File: src/rtl/seg_scan_display.sv
// Multiplexed seven-segment scanner with guard slots, blanking, blinking and
// frame-synchronous double-buffered content updates.
module seg_scan_display #(
  parameter int unsigned DIGITS       = 4,
  parameter int unsigned SCAN_DIV     = 50000,
  parameter int unsigned GUARD        = 1,
  parameter int unsigned BLINK_FRAMES = 64
) (
  input  logic                  IN_clk,
  input  logic                  IN_rst,
  input  logic [4*DIGITS-1:0]   IN_value,
  input  logic [DIGITS-1:0]     IN_dp,
  input  logic [3:0]            IN_off_number,
  input  logic [DIGITS-1:0]     IN_blink_mask,
  input  logic                  IN_load,
  output logic [DIGITS-1:0]     OUT_choice,
  output logic [7:0]            OUT_seg,
  output logic                  OUT_busy
);

  localparam int unsigned ScanW  = (SCAN_DIV > 1) ? $clog2(SCAN_DIV) : 1;
  localparam int unsigned IdxW   = (DIGITS > 1) ? $clog2(DIGITS) : 1;
  localparam int unsigned BlinkW = (BLINK_FRAMES > 1) ? $clog2(BLINK_FRAMES) : 1;

  localparam logic [ScanW-1:0]  ScanLast  = ScanW'(SCAN_DIV - 1);
  localparam logic [IdxW-1:0]   IdxLast   = IdxW'(DIGITS - 1);
  localparam logic [BlinkW-1:0] BlinkLast = BlinkW'((BLINK_FRAMES == 0) ? 0 : BLINK_FRAMES - 1);

  logic [ScanW-1:0]    scan_q, scan_d;
  logic [IdxW-1:0]     idx_q, idx_d;
  logic [BlinkW-1:0]   blink_cnt_q, blink_cnt_d;
  logic                blink_ph_q, blink_ph_d;
  logic                slot_end, frame_end;

  logic [4*DIGITS-1:0] sh_value_q, pd_value_q;
  logic [DIGITS-1:0]   sh_dp_q, pd_dp_q;
  logic [3:0]          sh_off_q, pd_off_q;
  logic [DIGITS-1:0]   sh_mask_q, pd_mask_q;
  logic                busy_q;

  always_comb begin
    slot_end    = (scan_q == ScanLast);
    frame_end   = slot_end && (idx_q == IdxLast);
    scan_d      = slot_end ? '0 : scan_q + 1'b1;
    idx_d       = idx_q;
    blink_cnt_d = blink_cnt_q;
    blink_ph_d  = blink_ph_q;
    if (slot_end) begin
      idx_d = (idx_q == IdxLast) ? '0 : idx_q + 1'b1;
    end
    // Blink disabled entirely when BLINK_FRAMES is zero: phase never leaves 0.
    if (frame_end && (BLINK_FRAMES != 0)) begin
      if (blink_cnt_q == BlinkLast) begin
        blink_cnt_d = '0;
        blink_ph_d  = ~blink_ph_q;
      end else begin
        blink_cnt_d = blink_cnt_q + 1'b1;
      end
    end
  end

  always_ff @(posedge IN_clk) begin
    if (IN_rst) begin
      scan_q      <= '0;
      idx_q       <= '0;
      blink_cnt_q <= '0;
      blink_ph_q  <= 1'b0;
      sh_value_q  <= '0;
      sh_dp_q     <= '0;
      sh_off_q    <= '0;
      sh_mask_q   <= '0;
      pd_value_q  <= '0;
      pd_dp_q     <= '0;
      pd_off_q    <= '0;
      pd_mask_q   <= '0;
      busy_q      <= 1'b0;
    end else begin
      scan_q      <= scan_d;
      idx_q       <= idx_d;
      blink_cnt_q <= blink_cnt_d;
      blink_ph_q  <= blink_ph_d;
      if (frame_end) begin
        // A load landing exactly on the frame edge bypasses pending (newest wins).
        if (IN_load) begin
          sh_value_q <= IN_value;
          sh_dp_q    <= IN_dp;
          sh_off_q   <= IN_off_number;
          sh_mask_q  <= IN_blink_mask;
          busy_q     <= 1'b0;
        end else if (busy_q) begin
          sh_value_q <= pd_value_q;
          sh_dp_q    <= pd_dp_q;
          sh_off_q   <= pd_off_q;
          sh_mask_q  <= pd_mask_q;
          busy_q     <= 1'b0;
        end
      end else if (IN_load) begin
        pd_value_q <= IN_value;
        pd_dp_q    <= IN_dp;
        pd_off_q   <= IN_off_number;
        pd_mask_q  <= IN_blink_mask;
        busy_q     <= 1'b1;
      end
    end
  end

  logic [3:0] nib;
  logic [7:0] pat;
  logic [4:0] off_sum;
  logic       blank;
  logic       guard;

  always_comb begin
    nib     = sh_value_q[{idx_q, 2'b00} +: 4];
    off_sum = 5'(sh_off_q) + 5'(idx_q);
    blank   = (off_sum >= 5'(DIGITS)) || (blink_ph_q && sh_mask_q[idx_q]);
    guard   = (scan_q < ScanW'(GUARD));
    unique case (nib)
      4'h0: pat = 8'h03;
      4'h1: pat = 8'h9F;
      4'h2: pat = 8'h25;
      4'h3: pat = 8'h0D;
      4'h4: pat = 8'h99;
      4'h5: pat = 8'h49;
      4'h6: pat = 8'h41;
      4'h7: pat = 8'h1F;
      4'h8: pat = 8'h01;
      4'h9: pat = 8'h09;
      4'hA: pat = 8'h11;
      4'hB: pat = 8'hC1;
      4'hC: pat = 8'h63;
      4'hD: pat = 8'h85;
      4'hE: pat = 8'h61;
      default: pat = 8'h71;
    endcase
    OUT_choice = '0;
    OUT_seg    = 8'hFF;
    if (!guard) begin
      OUT_choice = DIGITS'(1) << idx_q;
      if (!blank) begin
        OUT_seg = {pat[7:1], ~sh_dp_q[idx_q]};
      end
    end
    OUT_busy = busy_q;
  end

endmodule

File: config.mk
export PLATFORM = sky130hd
export DESIGN_NAME = seg_scan_display
export DESIGN_NICKNAME = d
export VERILOG_FILES = /design/src/rtl/seg_scan_display.sv
export SDC_FILE = /design/constraint.sdc
export NUM_CORES = 1
export LEC_CHECK = 0
export CORE_AREA = 2 2 75 130
export DETAILED_ROUTE_END_ITERATION = 6
export DIE_AREA = 0 0 77 132
export GPL_ROUTABILITY_DRIVEN = 0
export MAX_ROUTING_LAYER = met4
export PLACE_DENSITY = 0.74
export SETUP_SLACK_MARGIN = 0.3
export SKIP_CTS_REPAIR_TIMING = 1
export SLEW_MARGIN = 5
export SYNTH_ARGS = -nofsm -noshare
export SYNTH_HDL_FRONTEND = slang
export SYNTH_SLANG_ARGS = --single-unit
File: constraint.sdc
create_clock -name IN_clk -period 2.4 [get_ports IN_clk]
set_input_delay 0.48 -clock IN_clk [delete_from_list [all_inputs] [get_ports IN_clk]]
set_output_delay 0.48 -clock IN_clk [all_outputs]
set_load 0.005 [all_outputs]
==> flow_summary.toml <==
[layout]
stdcell_count = 666
syn2layout_area_growth_pct = 28.7
drive_gt1_share_pct = 24.0
fin_util_pct = 62.6
fin_nets = 588
antenna_cells = 0
fillCellCount = 772

[pwr]
peakVddDrop_v = 0.000370
p_seq_share_pct = 43.3
p_clk_share_pct = 46.1
power_leakage_nw = 2.17
swShare_pct = 22.7
p_per_area_mw_per_mm2 = 574
p_int_mw = 2.53
comb_power_share_pct = 10.6
power_switching_mw = 0.741

[sta]
slew_headroom_pct = 62.0
setup_viol = 8
period_minus_slack_ps = 2820
timing.setup.tns_ps = -2400
min_period_over_period_pct = 117
worst_slew_pin_slew_ps = 570
slew_viol_final = 0
skew_ps = 5.68
fmax_ghz = 0.355
finalHoldViolations = 0
rsz0062_at_grt = "yes"
setup_ws_ps = -416

[routing]
via_per_inst = 5.58
drt-pass1-iter-count = 4
wl_per_cell_um = 16.4
vias = 3719
wirelength_mm = 10.9
drc = 0
postRouteAntennaNets = 0
drt_iter0_markers = 212

[global_routing]
grt_usage_pct = 21.8
overflow = 0
grt_pass1_vias = 3603
grt_max_degree = 44
antenna_found_initial = 0
grt_pass1_wl_mm = 17.3

[logic_synthesis]
synth-seq-area-share_pct = 37.1
synth_nets = 518
synth_area_mm2 = 0.00442
synth_edf_count = 0
netlist_instances = 471
synthFlopType = "dfxtp_1"
async_flop_share_pct = 0
synth_cell_types = 44
avgSynthCellArea_um2 = 9.39
ys_ff_latch = 82
yosysWarnings = 0

[placed_design]
dp_hpwl_mm = 7.53
dpl_worst_slack_ps = -360
dp.cells = 635
numPortBuffers = 43

[job]
max-cap-violations = 0

[worst_setup_path]
crit_slowest_cell = "mux4_2"
r2r_cells = 6
critical_path.max_stage_delay_ps = 590
cp.required_ps = 1920
worstPathCellList = "buf_12, mux4_2, buf_6, ha_4, mux2_4, nand2_2, o311ai_2, buf_2"
critPathCaptureType = "output port"
cp.arrival_ps = 2340
worstPathMaxFanout = 5
critPathKind = "reg2out"
start_kind = "flip-flop"

[cts]
clock_sinks = 82
cts_made_buffers = 9
clock_latency_ps = 340
cts_max_path_buffers = 2
clk_pin_slew_ps = 60
clockRootBuffer = "clkbuf_16"
htreeDepth = 3
cts_tree = "built"

[floorplan]
dieArea_mm2 = 0.0102
die_w_um = 77
io_pins = 44
rows = 46
initial_utilization_pct = 48.6
die_h_um = 132
core-area_mm2 = 0.00909

[hold_path]
hp-class = "reg2reg"
hold_depth = 2

[status]
violations = "setup timing"
outcome = "finished with violations"
==> routing by layer <==
metal | share of wire (%) | GRT usage (%) | up-vias
li1 | - | - | 1840
met1 | 38 | 23.0 | 1801
met2 | 57 | 39.8 | 62
met3 | 2.5 | 5.27 | 16
met4 | 2.0 | 6.75 | 0
met5 | 0 | - | -
==> metrics by stage <==
stage | hold slack (ps) | cell area [µm²] | total power [mW]
floorplan | 448 | 4490 | 1.62
global placement | 458 | 5170 | 1.75
detailed placement | 465 | 5170 | 1.76
CTS | 476 | 5490 | 3.26
global route | 485 | 5690 | 3.38
finish | 470 | 5690 | 3.27
==> state kept, by name (all words and copies together) (netlist names) <==
signal and count:
OUT_busy 1, blink_cnt_q 6, blink_ph_q 1, idx_q 2, pd_dp_q 4, pd_mask_q 4
pd_off_q 4, pd_value_q 16, scan_q 16, sh_dp_q 4, sh_mask_q 4, sh_off_q 4
sh_value_q 16
==> path summary, 6_finish.rpt <==
kind | slack, ps | end | from
setup / recovery | -420 | OUT_seg[2] | idx_q[0]$_SDFFE_PP0N_
hold / removal | 470 | pd_value_q[2]$_SDFFE_PP0P_ | pd_value_q[2]$_SDFFE_PP0P_
setup reg to reg | 370 | blink_cnt_q[3]$_SDFFE_PP0P_ | scan_q[0]$_SDFF_PP0_
hold reg to reg | 470 | pd_value_q[2]$_SDFFE_PP0P_ | pd_value_q[2]$_SDFFE_PP0P_
==> placed cells by master, fill, tap and decap left out, drive strengths merged, types with 15 or more instances in the layout <==
cell,count
a211oi,29
a31oi,28
buf,61
clkbuf,16
clkdlybuf4s50,29
dfxtp,82
ha,15
inv,18
mux2i,56
nand2b,57
nor2,26
==> logic make-up (layout without fill, tap and decap cells) <==
kind of cell	after synthesis	after routing	synth area share (%)
adder cells (fa/ha/maj)	16	16	4.70
XOR/XNOR	13	13	2.57
flip-flops	82	82	37.1
buffers and inverters	54	129	5.71
AO/OA/AOI/OAI	86	86	13.3
AND/OR/NAND/NOR	152	152	19.3
multiplexers	68	68	17.3
==> synthesized netlist by cell type, drive strengths merged, types with 3 or more instances <==
cell type | n | area (µm²)
dfxtp | 82 | 1640
nand2b | 57 | 357
mux2i | 56 | 561
a211oi | 29 | 218
a31oi | 28 | 175
nor2 | 26 | 97.6
clkbuf | 21 | 98.9
inv | 17 | 63.8
buf | 16 | 90.1
ha | 15 | 188
nand2 | 14 | 52.6
nand3 | 12 | 65.1
xnor2 | 11 | 96.3
nand4 | 9 | 56.3
nor4 | 9 | 62.6
o21ai | 8 | 40.0
a21oi | 7 | 35.0
and2 | 6 | 37.5
mux2 | 6 | 67.6
mux4 | 6 | 135
nor3 | 6 | 35.0
and3 | 3 | 18.8
o211ai | 3 | 22.5
==> critical path, delay by kind of cell (launching register included) <==
family	cells	cell delay, ps
adders and majority gates	1	170
AOI/OAI and AO/OA	1	100
and+or+nand+nor	1	70
muxes	2	860
DFF	1	370
buffers and inverters	3	430
==> power by group through the flow <==
stage / combinational, mW / clock, mW / sequential [mW]
4_1_cts: 0.317 / 1.53 / 1.41
2_1_floorplan: 0.174 / 0 / 1.44
6_report: 0.348 / 1.51 / 1.41
3_3_place_gp: 0.304 / 0 / 1.44
5_1_grt: 0.377 / 1.58 / 1.42
3_5_place_dp: 0.316 / 0 / 1.44
==> area by class of cell <==
| cell class | instances | area, µm² | area share (%) |
|---|---|---|---|
| Multi-Input combinational cell | 335 | 2680 | 47.2 |
| Sequential cell | 82 | 1650 | 29.0 |
| Timing Repair Buffer | 96 | 811 | 14.2 |
| Clock buffer | 10 | 239 | 4.20 |
| Tap cell | 120 | 150 | 2.64 |
| Clock inverter | 6 | 88.8 | 1.56 |
| Inverter | 17 | 68.8 | 1.21 |
No activity file was read; power rests on OpenSTA's default activity.
